**config.mk**
```make
export PLATFORM = sky130hd
export DESIGN_NAME = ddr_ctr_rd_resp
export DESIGN_NICKNAME = d
export VERILOG_FILES = /design/src/rtl/ddr_ctr_rd_resp.sv
export SDC_FILE = /design/constraint.sdc
export NUM_CORES = 1
export LEC_CHECK = 0
export BUFFER_PORTS_ARGS = -buffer_cell sky130_fd_sc_hd__buf_2
export CAP_MARGIN = 20
export CORE_ASPECT_RATIO = 0.5
export CORE_UTILIZATION = 59
export CTS_BUF_LIST = sky130_fd_sc_hd__clkbuf_4 sky130_fd_sc_hd__clkbuf_8 sky130_fd_sc_hd__clkbuf_16
export CTS_CLUSTER_DIAMETER = 60
export DETAILED_ROUTE_END_ITERATION = 10
export GPL_ROUTABILITY_DRIVEN = 0
export PLACE_DENSITY = 0.85
export SYNTH_ARGS = -nofsm -noshare
export SYNTH_HDL_FRONTEND = slang
export SYNTH_SLANG_ARGS = --single-unit
```
**constraint.sdc**
```tcl
create_clock -name clk -period 2.36 [get_ports clk]
set_input_delay 0.59 -clock clk [delete_from_list [all_inputs] [get_ports clk]]
set_output_delay 0.59 -clock clk [all_outputs]
set_load 0.02 [all_outputs]
```
**src/rtl/ddr_ctr_rd_resp.sv**
```systemverilog
// Read-channel responder that stands in for a DDR controller. It returns address-derived
// data for one INCR burst at a time and waits for R-channel backpressure.
module ddr_ctr_rd_resp #(
    parameter int unsigned INIT_CYCLES = 32'd16,
    parameter int unsigned LATENCY     = 32'd4,
    parameter logic [31:0] PATTERN     = 32'hA5A50000
) (
    input  logic        clk,
    input  logic        rstn,
    input  logic [31:0] araddr,
    input  logic [7:0]  arlen,
    input  logic        arvalid,
    output logic        arready,
    output logic [31:0] rdata,
    output logic [1:0]  rresp,
    output logic        rlast,
    output logic        rvalid,
    input  logic        rready,
    output logic        ddr_ready
);

    typedef enum logic [1:0] {
        ST_INIT  = 2'd0,
        ST_IDLE  = 2'd1,
        ST_WAIT  = 2'd2,
        ST_BURST = 2'd3
    } state_t;

    state_t      state_r,     state_s;
    logic [31:0] init_cnt_r,  init_cnt_s;
    logic [31:0] wait_cnt_r,  wait_cnt_s;
    logic [31:0] cur_addr_r,  cur_addr_s;
    logic [7:0]  len_r,       len_s;
    logic [8:0]  beat_r,      beat_s;
    logic        arready_r,   arready_s;
    logic        rvalid_r,    rvalid_s;
    logic        rlast_r,     rlast_s;
    logic [31:0] rdata_r,     rdata_s;
    logic        ddr_ready_r, ddr_ready_s;
    logic [31:0] addr_inc_s;

    // Low address bits ride along unchanged and the sum wraps at 2^32.
    assign addr_inc_s = cur_addr_r + 32'd4;

    // Next-state and next-output computation.
    always_comb begin
        state_s     = state_r;
        init_cnt_s  = init_cnt_r;
        wait_cnt_s  = wait_cnt_r;
        cur_addr_s  = cur_addr_r;
        len_s       = len_r;
        beat_s      = beat_r;
        arready_s   = arready_r;
        rvalid_s    = rvalid_r;
        rlast_s     = rlast_r;
        rdata_s     = rdata_r;
        ddr_ready_s = ddr_ready_r;
        case (state_r)
            ST_INIT: begin
                if (init_cnt_r == (INIT_CYCLES - 32'd1)) begin
                    ddr_ready_s = 1'b1;
                    arready_s   = 1'b1;
                    init_cnt_s  = 32'd0;
                    state_s     = ST_IDLE;
                end else begin
                    init_cnt_s = init_cnt_r + 32'd1;
                end
            end
            ST_IDLE: begin
                if (arvalid && arready_r) begin
                    cur_addr_s = araddr;
                    len_s      = arlen;
                    beat_s     = 9'd0;
                    arready_s  = 1'b0;
                    wait_cnt_s = LATENCY - 32'd1;
                    state_s    = ST_WAIT;
                end else begin
                    arready_s = 1'b1;
                end
            end
            ST_WAIT: begin
                // A zero count here means this edge is LATENCY edges past the handshake.
                if (wait_cnt_r == 32'd0) begin
                    rvalid_s = 1'b1;
                    rdata_s  = cur_addr_r ^ PATTERN;
                    rlast_s  = (len_r == 8'd0);
                    state_s  = ST_BURST;
                end else begin
                    wait_cnt_s = wait_cnt_r - 32'd1;
                end
            end
            ST_BURST: begin
                if (rvalid_r && rready) begin
                    if (rlast_r) begin
                        rvalid_s  = 1'b0;
                        rlast_s   = 1'b0;
                        arready_s = 1'b1;
                        state_s   = ST_IDLE;
                    end else begin
                        cur_addr_s = addr_inc_s;
                        beat_s     = beat_r + 9'd1;
                        rdata_s    = addr_inc_s ^ PATTERN;
                        rlast_s    = ((beat_r + 9'd1) == {1'b0, len_r});
                    end
                end else begin
                    state_s = ST_BURST;
                end
            end
            default: begin
                state_s = ST_INIT;
            end
        endcase
    end

    // State and output registers with synchronous active-low reset.
    always_ff @(posedge clk) begin
        if (!rstn) begin
            state_r     <= ST_INIT;
            init_cnt_r  <= 32'd0;
            wait_cnt_r  <= 32'd0;
            cur_addr_r  <= 32'd0;
            len_r       <= 8'd0;
            beat_r      <= 9'd0;
            arready_r   <= 1'b0;
            rvalid_r    <= 1'b0;
            rlast_r     <= 1'b0;
            rdata_r     <= 32'd0;
            ddr_ready_r <= 1'b0;
        end else begin
            state_r     <= state_s;
            init_cnt_r  <= init_cnt_s;
            wait_cnt_r  <= wait_cnt_s;
            cur_addr_r  <= cur_addr_s;
            len_r       <= len_s;
            beat_r      <= beat_s;
            arready_r   <= arready_s;
            rvalid_r    <= rvalid_s;
            rlast_r     <= rlast_s;
            rdata_r     <= rdata_s;
            ddr_ready_r <= ddr_ready_s;
        end
    end

    assign arready   = arready_r;
    assign rvalid    = rvalid_r;
    assign rlast     = rlast_r;
    assign rdata     = rdata_r;
    assign ddr_ready = ddr_ready_r;
    assign rresp     = 2'b00;

endmodule

```
==> results.md <==
* Yosys cell types at 66
* Yosys top cell by area: dfxtp_1
* Initial Util at 0.6087
* GRT Util Overall at 0.2979
* Port Buffers at 79
* Reg power frac at 0.481
* Minimum clock period at 2206 ps
* Fmax at 0.4532 GHz
* Largest net degree at the start of global routing at 58
* Register bit total from synthesis at 151
* RSZ-0062 raised after global routing: no
* DRC errors left at 0
* Area after DPL at 8419 sq um
* Adder-Cell Fraction of Synth Area at 0.006456
* Type of the worst setup path: flip-flop to flip-flop
* Arr. time, crit path at 2520 ps
* NetSw at 1.240 mW
* Skew-Pair Late Insertion Delay at 430 ps
* Worst-path fanout max at 7
* Fin crit share at 0.9349
* Top-count cell post-synth: dfxtp_1
* Number of stages on the worst hold path at 3
* Overall Power at 5.319 mW
* Req. time, crit path at 2680 ps
* Final nets at 1,096
* Critical path's top delay family: simple AND/OR/NAND/NOR gates
* Sw Ratio at 0.2331
* Die height at 83.06 microns
* Hold Path End: len_r[2]$_SDFFE_PN0P_
* Number of synthesis warnings at 0
* Max rail drop VDD at 0.0004413 V
* Worst Clk Skew at 7.201 ps
* Crit path launch: wait_cnt_r[0]$_SDFFE_PN0P_
* Synth top area share at 0.3899
* Commonest cells post-synth: dfxtp_1, nor2_1, nand2_1
* Main flop type after synthesis: dfxtp_1
* Post-DP HPWL at 13.30 mm
* WL per Instance at 15.90 microns
* P_int at 4.079 mW
* CP Cell Sequence: inv_1 -> ha_1 -> nor4b_2 -> and3_1 -> nand2_2 -> a2111oi_0 -> xnor2_1 -> nor2_1
* CP bufs+invs at 1
* Path type of the worst min-delay path: input pin to flip-flop
* Global-route wire length before repair at 32.95 mm
* Top cells by area in the synthesized netlist: dfxtp_1, nor2_1, xnor2_1, nand2_1, a21oi_1
* Vias in the first global route at 6,904
* Ports at 82
* Final hold vios at 0
* Post-Route WL at 19.57 mm
* Cts bufs inserted at 17
* Post-synth EDFFs at 0
* Synth Instances at 980
* Final setup viols at 0
* Synth Area in Compound Gates at 0.1620
* Reg-to-Reg Start: wait_cnt_r[0]$_SDFFE_PN0P_
* CTS H-tree depth at 4
* Fill cells at 936
* Sequential share of the synthesized area at 0.3899
* Share of layout cells above drive strength 1 at 0.1687
* CP max-delay cell: a2111oi_0
* Clock network power share at 0.494
* Reg-to-reg endpoint: wait_cnt_r[22]$_SDFFE_PN0P_
* CTS max path bufs at 2
* Max cap viols at 0
* Hold WS at 394.6 ps
* GR Overflow Total at 0
* DIE AREA at 13,630 sq um
* Setup crit end kind: flip-flop
* Max-slew violations at 0
* Vias at 7,575
* Routed Antenna Nets at 0
* Vias per inst at 6.154
* Final Cell Area at 9009 sq um
* Mux cell area share after synthesis at 0.01162
* Initial antenna violation count at 0
* Ys async rst share at 0
* Syn_area_per_cell at 7.911 sq um
* Worst path max stage delay at 570 ps
* XOR/XNOR Fraction of Synth Area at 0.1005
* Simple-Gate Fraction of Synth Area at 0.2831
* Min-delay src: arlen[2]
* CTS tree: done
* CORE AREA at 12,740 sq um
* Measured slew at the worst slew-check pin at 559.1 ps
* N_diodes at 0
* Critical Path Source Type: flip-flop
* Area Overhead vs Synth at 16.20%
* Root buffer cell: clkbuf_16
* Max-slew headroom at 0.6176
* Status: completed
* 1st-iter DRT viols at 702
* Comb pwr share at 0.025
* Worst R2R Path Depth at 8
* Clk sink count at 151
* Setup TNS at 0 ps
* Mapped cell area at 7752 sq um
* Pre-antenna DRT Iters at 5
* Worst-path clk slew at 60 ps
* Worst path depth at 8
* Flop-to-flop setup slack at 150 ps
* Core Util, Final at 0.7073
* Main combinational cell family by area after synthesis: simple AND/OR/NAND/NOR gates
* Horiz. Die Dim at 164.1 microns
* Std-Cell Rows at 29
* Power per cell area at 590.5 nW/um^2
* Leakage at 3.262 nW
[area by class of cell]
| class | count | area, sq um | area share |
|---|---|---|---|
| multi-input combinational | 750 | 4394 | 0.4878 |
| sequential | 151 | 3024 | 0.3357 |
| timing repair buffer | 116 | 760.7 | 0.08444 |
| clock buffer | 17 | 425.4 | 0.04722 |
| tap | 170 | 212.7 | 0.02361 |
| clock inverter | 15 | 146.4 | 0.01625 |
| inverter | 12 | 45.04 | 0.005000 |
[metrics by stage]
stage	setup WS, ps	std cells
floorplan	189.5	981
global placement	188.4	1199
detailed placement	62.79	1199
CTS	43.62	1231
global route	9.984	1231
finish	153.5	1231
[worst max path at each step]
stage | end | slack, ps
5_1_grt | rdata[15]$_SDFFE_PN0P_ | 10
2_1_floorplan | wait_cnt_r[21]$_SDFFE_PN0P_ | 190
3_3_place_gp | rlast$_SDFFE_PN0P_ | 190
6_report | wait_cnt_r[22]$_SDFFE_PN0P_ | 150
4_1_cts | rdata[7]$_SDFFE_PN0P_ | 40
3_5_place_dp | rdata[7]$_SDFFE_PN0P_ | 60
[power by group through the flow]
stage	Clock [mW]	Combinational, mW	Sequential (mW)
floorplan	0	0.0717	2.61
global placement	0	0.129	2.61
detailed placement	0	0.130	2.61
CTS	2.65	0.131	2.56
global route	2.77	0.144	2.56
finish	2.63	0.133	2.56
[state kept, by name, indices dropped and copies added (netlist names)]
signal and cells:
arready 1, beat_r 9, cur_addr_r 32, ddr_ready 1, init_cnt_r 32, len_r 8
rdata 32, rlast 1, rvalid 1, state_r 2, wait_cnt_r 32
[routing by layer]
| metal | GRT usage | vias up | share of wire |
|---|---|---|---|
| met5 | 0 | - | 0 |
| met4 | 0.1204 | 0 | 0.027 |
| met3 | 0.05694 | 61 | 0.081 |
| met2 | 0.4630 | 358 | 0.45 |
| met1 | 0.4056 | 3541 | 0.44 |
| li1 | - | 3615 | - |
[cell usage in the layout, fill, tap and decap left out, drive strengths merged, types with 29 or more instances in the layout]
cell,Yosys,final
nor4,31,31
nor2,150,150
a211oi,29,29
xnor2,59,59
nand3,49,49
buf,28,116
dfxtp,151,151
o21ai,48,48
xor2,30,30
a21oi,68,68
nand2,102,102
[worst register-to-register path: stages, from the launching register on]
cell,delay (ps)
dfxtp_1,330
inv_1,60
ha_1,190
nor4b_2,290
and3_1,270
nand2_2,140
a2111oi_0,570
xnor2_1,180
nor2_1,50
[what timing repair did]
item	in CTS	in global routing
buffers inserted	0	0
hold buffers	0	0
gates resized for setup	1	4
endpoints found under the setup margin	1	32
[kinds of logic (layout without fill, tap and decap cells)]
kind of cell             Yosys count  count (layout)
multiplexers                       9               9
adder cells (fa/ha/maj)            4               4
flip-flops                       151             151
buffers and inverters             80             160
other                              1               2
AND/OR/NAND/NOR                  446             446
AO/OA/AOI/OAI                    200             200
XOR/XNOR                          89              89
No activity file was read; power rests on OpenSTA's default activity.
